<file path="config.mk">
export PLATFORM = sky130hd
export DESIGN_NAME = lieat_ifu_pcgen
export DESIGN_NICKNAME = d
export VERILOG_FILES = /design/src/rtl/lieat_ifu_pcgen_pkg.sv /design/src/rtl/lieat_general_dfflr.sv /design/src/rtl/lieat_ifu_bht.sv /design/src/rtl/lieat_ifu_pcgen.sv
export SDC_FILE = /design/constraint.sdc
export NUM_CORES = 1
export LEC_CHECK = 0
export CORE_ASPECT_RATIO = 1.75
export CORE_MARGIN = 5
export CORE_UTILIZATION = 27
export CTS_CLUSTER_SIZE = 14
export DETAILED_ROUTE_END_ITERATION = 7
export DONT_BUFFER_PORTS = 1
export GPL_ROUTABILITY_DRIVEN = 0
export PLACE_DENSITY_LB_ADDON = 0.08
export SLEW_MARGIN = 20
export SYNTH_ARGS = -nofsm -noshare
export SYNTH_HDL_FRONTEND = slang
export SYNTH_HIERARCHICAL = 1
export SYNTH_SLANG_ARGS = --single-unit
</file>
<file path="constraint.sdc">
create_clock -name clock -period 4.1 [get_ports clock]
set_input_delay 1.025 -clock clock [delete_from_list [all_inputs] [get_ports clock]]
set_output_delay 1.025 -clock clock [all_outputs]
set_load 0.02 [all_outputs]
</file>
<file path="src/rtl/lieat_ifu_pcgen_pkg.sv">
// rtl/lieat_ifu_pcgen_pkg.sv - shared widths, FSM encodings and BHT counter helpers for the PC generator
// Defines `XLEN (PC width) and `BPU_IDX (BHT index width) when not already set.
// Optional feature macro used by this slice: LIEAT_BHT_EN.
`ifndef XLEN
`define XLEN 32
`endif
`ifndef BPU_IDX
`define BPU_IDX 4
`endif

package lieat_ifu_pcgen_pkg;

    typedef enum logic {
        PCGEN_RUN  = 1'b0,
        PCGEN_HOLD = 1'b1
    } pcgen_state_e;

    localparam logic [`XLEN-1:0] PCGEN_RESET_PC = 32'h8000_0000;
    localparam logic [`XLEN-1:0] PCGEN_PC_STEP  = 4;

    localparam int              BHT_CNT_W    = 2;
    localparam logic [1:0]      BHT_CNT_MAX  = 2'd3;
    localparam logic [1:0]      BHT_CNT_MIN  = 2'd0;
    localparam logic [1:0]      BHT_INIT_DEF = 2'b01;
    localparam int              BHT_ENTRIES  = 1 << `BPU_IDX;

    // Saturating 2-bit counter step toward the resolved outcome.
    function automatic logic [BHT_CNT_W-1:0] bht_cnt_next(input logic [BHT_CNT_W-1:0] cnt,
                                                          input logic taken);
        if (taken)
            return (cnt == BHT_CNT_MAX) ? cnt : cnt + 2'd1;
        else
            return (cnt == BHT_CNT_MIN) ? cnt : cnt - 2'd1;
    endfunction

endpackage

</file>
<file path="src/rtl/lieat_general_dfflr.sv">
// rtl/lieat_general_dfflr.sv - load-enabled flop with synchronous active-high reset
// Ports: clock, reset (sync, active-high), lden (load enable), dnxt (next value), qout (state).
module lieat_general_dfflr #(
    parameter int            DW      = 32,
    parameter logic [DW-1:0] RST_VAL = '0
) (
    input  logic          clock,
    input  logic          reset,
    input  logic          lden,
    input  logic [DW-1:0] dnxt,
    output logic [DW-1:0] qout
);

    always_ff @(posedge clock) begin
        if (reset)
            qout <= RST_VAL;
        else if (lden)
            qout <= dnxt;
    end

endmodule

</file>
<file path="src/rtl/lieat_ifu_bht.sv">
// rtl/lieat_ifu_bht.sv - branch history table of 2-bit saturating counters
// Ports: clock, reset; update port prdt_en/prdt_index/prdt_res; read port rd_index -> rd_taken
// (counter MSB). Reads see the current state only; same-cycle writes appear next cycle.
`ifndef XLEN
`define XLEN 32
`endif
`ifndef BPU_IDX
`define BPU_IDX 4
`endif
module lieat_ifu_bht
    import lieat_ifu_pcgen_pkg::*;
#(
    parameter logic [1:0] BHT_INIT = BHT_INIT_DEF
) (
    input  logic                clock,
    input  logic                reset,
    input  logic                prdt_en,
    input  logic [`BPU_IDX-1:0] prdt_index,
    input  logic                prdt_res,
    input  logic [`BPU_IDX-1:0] rd_index,
    output logic                rd_taken
);

    logic [BHT_CNT_W-1:0] cnt [BHT_ENTRIES];

    for (genvar i = 0; i < BHT_ENTRIES; i++) begin : g_cnt
        logic                 wr_hit;
        logic [BHT_CNT_W-1:0] cnt_nxt;

        assign wr_hit  = prdt_en & (prdt_index == i[`BPU_IDX-1:0]);
        assign cnt_nxt = bht_cnt_next(cnt[i], prdt_res);

        lieat_general_dfflr #(.DW(BHT_CNT_W), .RST_VAL(BHT_INIT)) u_cnt (
            .clock (clock),
            .reset (reset),
            .lden  (wr_hit),
            .dnxt  (cnt_nxt),
            .qout  (cnt[i])
        );
    end

    assign rd_taken = cnt[rd_index][BHT_CNT_W-1];

endmodule

</file>
<file path="src/rtl/lieat_ifu_pcgen.sv">
// rtl/lieat_ifu_pcgen.sv - fetch PC generator with flush/decode redirect, fetch hold and BHT
// Ports: clock, reset (sync, active-high); pc_o_valid/pc_o_ready/pc_o_addr fetch PC handshake;
// dec_redirect_valid/pc decode redirect; flush_req/flush_pc/flush_sh commit flush;
// if_hold_req/if_hold_pc/if_hold_rsp CSR fetch hold; prdt_en/prdt_index/prdt_res BHT update;
// bht_rd_index/bht_rd_taken BHT lookup.
// Macro LIEAT_BHT_EN: defined -> BHT counters present; undefined -> static not-taken.
`ifndef XLEN
`define XLEN 32
`endif
`ifndef BPU_IDX
`define BPU_IDX 4
`endif
module lieat_ifu_pcgen
    import lieat_ifu_pcgen_pkg::*;
#(
    parameter logic [`XLEN-1:0] RESET_PC = PCGEN_RESET_PC,
    parameter logic [1:0]       BHT_INIT = BHT_INIT_DEF
) (
    input  logic                clock,
    input  logic                reset,
    output logic                pc_o_valid,
    input  logic                pc_o_ready,
    output logic [`XLEN-1:0]    pc_o_addr,
    input  logic                dec_redirect_valid,
    input  logic [`XLEN-1:0]    dec_redirect_pc,
    input  logic                flush_req,
    input  logic [`XLEN-1:0]    flush_pc,
    output logic                flush_sh,
    input  logic                if_hold_req,
    output logic [`XLEN-1:0]    if_hold_pc,
    output logic                if_hold_rsp,
    input  logic                prdt_en,
    input  logic [`BPU_IDX-1:0] prdt_index,
    input  logic                prdt_res,
    input  logic [`BPU_IDX-1:0] bht_rd_index,
    output logic                bht_rd_taken
);

    logic             state_q;
    pcgen_state_e     state_r;
    pcgen_state_e     state_nxt;
    logic [`XLEN-1:0] pc_r;
    logic [`XLEN-1:0] pc_nxt;
    logic             in_run;
    logic             fire;

    assign state_r = pcgen_state_e'(state_q);
    assign in_run  = (state_r == PCGEN_RUN);

    // Outputs are held low while reset is asserted.
    assign flush_sh    = flush_req & ~reset;
    assign pc_o_valid  = in_run & ~flush_req & ~reset;
    assign fire        = pc_o_valid & pc_o_ready;
    assign if_hold_rsp = (state_r == PCGEN_HOLD) & ~reset;
    assign pc_o_addr   = pc_r;
    assign if_hold_pc  = pc_r;

    always_comb begin
        state_nxt = state_r;
        case (state_r)
            PCGEN_RUN: begin
                // A fire defers the hold by a cycle so if_hold_pc shows the incremented PC.
                if (if_hold_req & ~flush_req & ~fire)
                    state_nxt = PCGEN_HOLD;
            end
            PCGEN_HOLD: begin
                if (flush_req | ~if_hold_req)
                    state_nxt = PCGEN_RUN;
            end
            default: state_nxt = PCGEN_RUN;
        endcase
    end

    always_comb begin
        pc_nxt = pc_r;
        if (flush_req)
            pc_nxt = flush_pc;
        else if (in_run & dec_redirect_valid)
            pc_nxt = dec_redirect_pc;
        else if (fire)
            pc_nxt = pc_r + PCGEN_PC_STEP;
    end

    lieat_general_dfflr #(.DW(1), .RST_VAL(PCGEN_RUN)) u_state (
        .clock (clock),
        .reset (reset),
        .lden  (1'b1),
        .dnxt  (state_nxt),
        .qout  (state_q)
    );

    lieat_general_dfflr #(.DW(`XLEN), .RST_VAL(RESET_PC)) u_pc (
        .clock (clock),
        .reset (reset),
        .lden  (1'b1),
        .dnxt  (pc_nxt),
        .qout  (pc_r)
    );

`ifdef LIEAT_BHT_EN
    lieat_ifu_bht #(.BHT_INIT(BHT_INIT)) u_bht (
        .clock      (clock),
        .reset      (reset),
        .prdt_en    (prdt_en),
        .prdt_index (prdt_index),
        .prdt_res   (prdt_res),
        .rd_index   (bht_rd_index),
        .rd_taken   (bht_rd_taken)
    );
`else
    logic unused_bht;
    assign unused_bht   = ^{prdt_en, prdt_index, prdt_res, bht_rd_index, BHT_INIT};
    assign bht_rd_taken = 1'b0;
`endif

endmodule

</file>
==> run metrics <==
Final period util about 69%; WP data required around 4.3 ns; Initial Utilization ~27%; Worst Skew ~0.0037 ns; via count approximately 2.3k; DRC Markers 0; relative slew slack a little over half; wire length per cell approximately 20 µm; worst min-delay path class in2reg; nets@finish about 400; Clock transition at path regs ~0.060 ns; CTS buffer count 5; Max Fclk approximately 350 MHz; cts hold-fix bufs 0; number of antenna diodes 0; post-CTS setup buffer count 0; drt pass-1 iters 4; worst setup path category in2reg; Worst Path Max Fanout 71; Storage cell area between 600 and 700 µm²; post-CTS sizing 0; Clock Path Buffers 2; vias in the first global route about 2.4k; worst reg-to-reg path cell count 8; post-synthesis cell area about 2800 µm²; Std-Cell Rows 49; HPWL Detailed ~6100 µm; Synth Register Bits 33; hold depth 1; element type at the critical path end register; First DRT Iteration DRCs 73; pwr dens between 300 and 400 nW/µm²; ys flop type dfxtp_1; Max Cap Violations 0; Max Slew Vio Count 0; Finished Cell Area 2720 µm²; Hold Vio Cnt, Final 0; Post-synth EDFFs 0; Area growth, synth to finish -2.30%; top post-synthesis cells by area dfxtp_1, mux2i_1, buf_4, nand2_1, nor2_1; synthesized instance count between 300 and 400; global-route wire length before repair around 14000 µm; Post-DRT Antenna Nets 0; H-tree levels 2; DP Area about 2600 µm²; commonest cells in the synthesized netlist nand2_1, nor2_1, mux2i_1; Pleak about 1.1 nW; clock share of power between 30 and 40%; FF-to-FF setup slack roughly 1.4 ns; clock latency on the worst-skew pair about 0.28 ns; status finished, final reports clean; share of cells above drive strength 1 between 5 and 6%; synth unique cells 43; vias per cell approximately 5.3; Switching Fraction 32.9%; Synth top area share about a quarter; sw power a little over 0.3 mW; area of the multi-input gates approximately 1700 µm²; Syn Area/Cell between 7 and 8 µm²; Chip Height roughly 140 µm; minimum clock period ~2.8 ns; Buffers on Ports 0; initial antenna violation count 0; Startpoint Class primary input; sequential share of power roughly 47%; Synthesis Warnings 6; GR Util All Layers roughly 14%; post-synthesis sequential area ratio 23.8%; Final TNS setup 0 ns; Sink Count 33; die width 86.7 µm; Synth async-reset ratio 0%; Final setup violation count 0; post-synth top area cell dfxtp_1; Core Footprint 10200 µm²; Root Buffer clkbuf_16; RSZ-0062 raised after global routing false; internal power ~0.63 mW; Worst VDD drop between 0.1 and 0.15 mV; r2r startpoint u_pc/qout[2]$_SDFFE_PP0P_; CTS tree yes; WHS Endpoint u_pc/qout[4]$_SDFFE_PP0P_; Die Area 12500 µm²; FF-to-FF End u_pc/qout[26]$_SDFFE_PP0P_; final WL between 8000 and 9000 µm; fillers 1202; maximum number of pins on one net before global-route repair a little over 70; # IOs roughly 150; top-count cell post-synth nand2_1; grt ovf 0; Comb power frac approximately 14%; worst hold start reset; Slew @ Worst Pin approximately 0.69 ns; Worst EP arrival about 3.0 ns
-- logic make-up (layout without fill, tap and decap cells) --
| logic type | Yosys count | in the layout | synth area share [%] |
|---|---|---|---|
| flops | 33 | 33 | 23.8 |
| mux | 39 | 39 | 14.0 |
| compound gates | 44 | 44 | 11.7 |
| buf+inv | 65 | 22 | 15.8 |
| other cells | 2 | 3 | 0.270 |
| fa+ha+maj | 1 | 1 | 0.450 |
| simple gates | 150 | 150 | 26.4 |
| xor+xnor | 24 | 24 | 7.56 |
-- flip-flops by register name, indices dropped and copies added, names as in the netlist --
| name | count |
|---|---|
| u_state/qout | 1 |
| u_pc/qout | 32 |
-- routing by layer --
metal | share of wire (%) | wire [µm] | up-vias | track usage, %
li1 | - | - | 1140 | -
met1 | 39 | 3420 | 1103 | 15.5
met2 | 53 | 4650 | 78 | 26.1
met3 | 7.0 | 615 | 10 | 4.22
met4 | 1.5 | 128 | 0 | 4.60
met5 | 0 | 0 | - | 0
-- stage by stage --
step | power [mW] | instances | worst slack, ns | utilization (%) | hold slack, ns
2_1_floorplan | 0.592 | 359 | 1.05 | - | 0.782
3_3_place_gp | 0.577 | 435 | 0.920 | 25.4 | 0.917
3_5_place_dp | 0.578 | 435 | 0.930 | 25.4 | 0.929
4_1_cts | 0.963 | 443 | 1.23 | 26.7 | 0.798
5_1_grt | 1.00 | 443 | 1.18 | 26.7 | 0.796
6_report | 0.942 | 443 | 1.26 | 26.7 | 0.811
-- cell type report --
| cell class | count | area share [%] |
|---|---|---|
| clock buffers | 8 | 5.02 |
| inverters | 8 | 1.11 |
| multi-input cells | 261 | 62.0 |
| flip-flops and latches | 33 | 24.3 |
| well taps | 127 | 5.85 |
| repair buffers | 6 | 1.66 |
-- worst max path at each step --
stage              start                          to  slack [ns]  depth (start not counted)
5_1_grt        flush_req  u_pc/qout[24]$_SDFFE_PP0P_        1.18                          7
4_1_cts        flush_req  u_pc/qout[26]$_SDFFE_PP0P_        1.23                          7
3_5_place_dp   flush_req  u_pc/qout[26]$_SDFFE_PP0P_        0.93                          7
6_report       flush_req  u_pc/qout[26]$_SDFFE_PP0P_        1.26                          7
3_3_place_gp   flush_req  u_pc/qout[26]$_SDFFE_PP0P_        0.92                          7
2_1_floorplan  flush_req                  pc_o_valid        1.05                          4
-- layout by cell type, fill, tap and decap left out, drive strengths merged, types with 2 or more instances in the layout --
cell	count
nand4	15
a221oi	8
nor2	44
inv	8
nor3	13
and4	4
o21ai	7
conb	3
o221ai	11
a21oi	9
dfxtp	33
xor2	15
nand3	8
and3	8
buf	6
nor4	3
clkbuf	8
nand2	44
mux2i	39
a211o	2
nor2b	5
nand2b	2
xnor2	9
-- worst max-delay path: stages --
cell and delay (ns):
or4b_4 0.58, nor4_4 0.58, and4_4 0.35, xnor2_1 0.14
o221ai_2 0.12, mux2i_1 0.15, nor2_1 0.05
-- power by group through the flow --
stage	Clock, mW	Combinational [mW]	Sequential (mW)
2_1_floorplan	0	0.187	0.405
3_3_place_gp	0	0.129	0.448
3_5_place_dp	0	0.131	0.448
4_1_cts	0.391	0.131	0.441
5_1_grt	0.402	0.151	0.447
6_report	0.371	0.131	0.439
(Power assumes the default switching activity.)
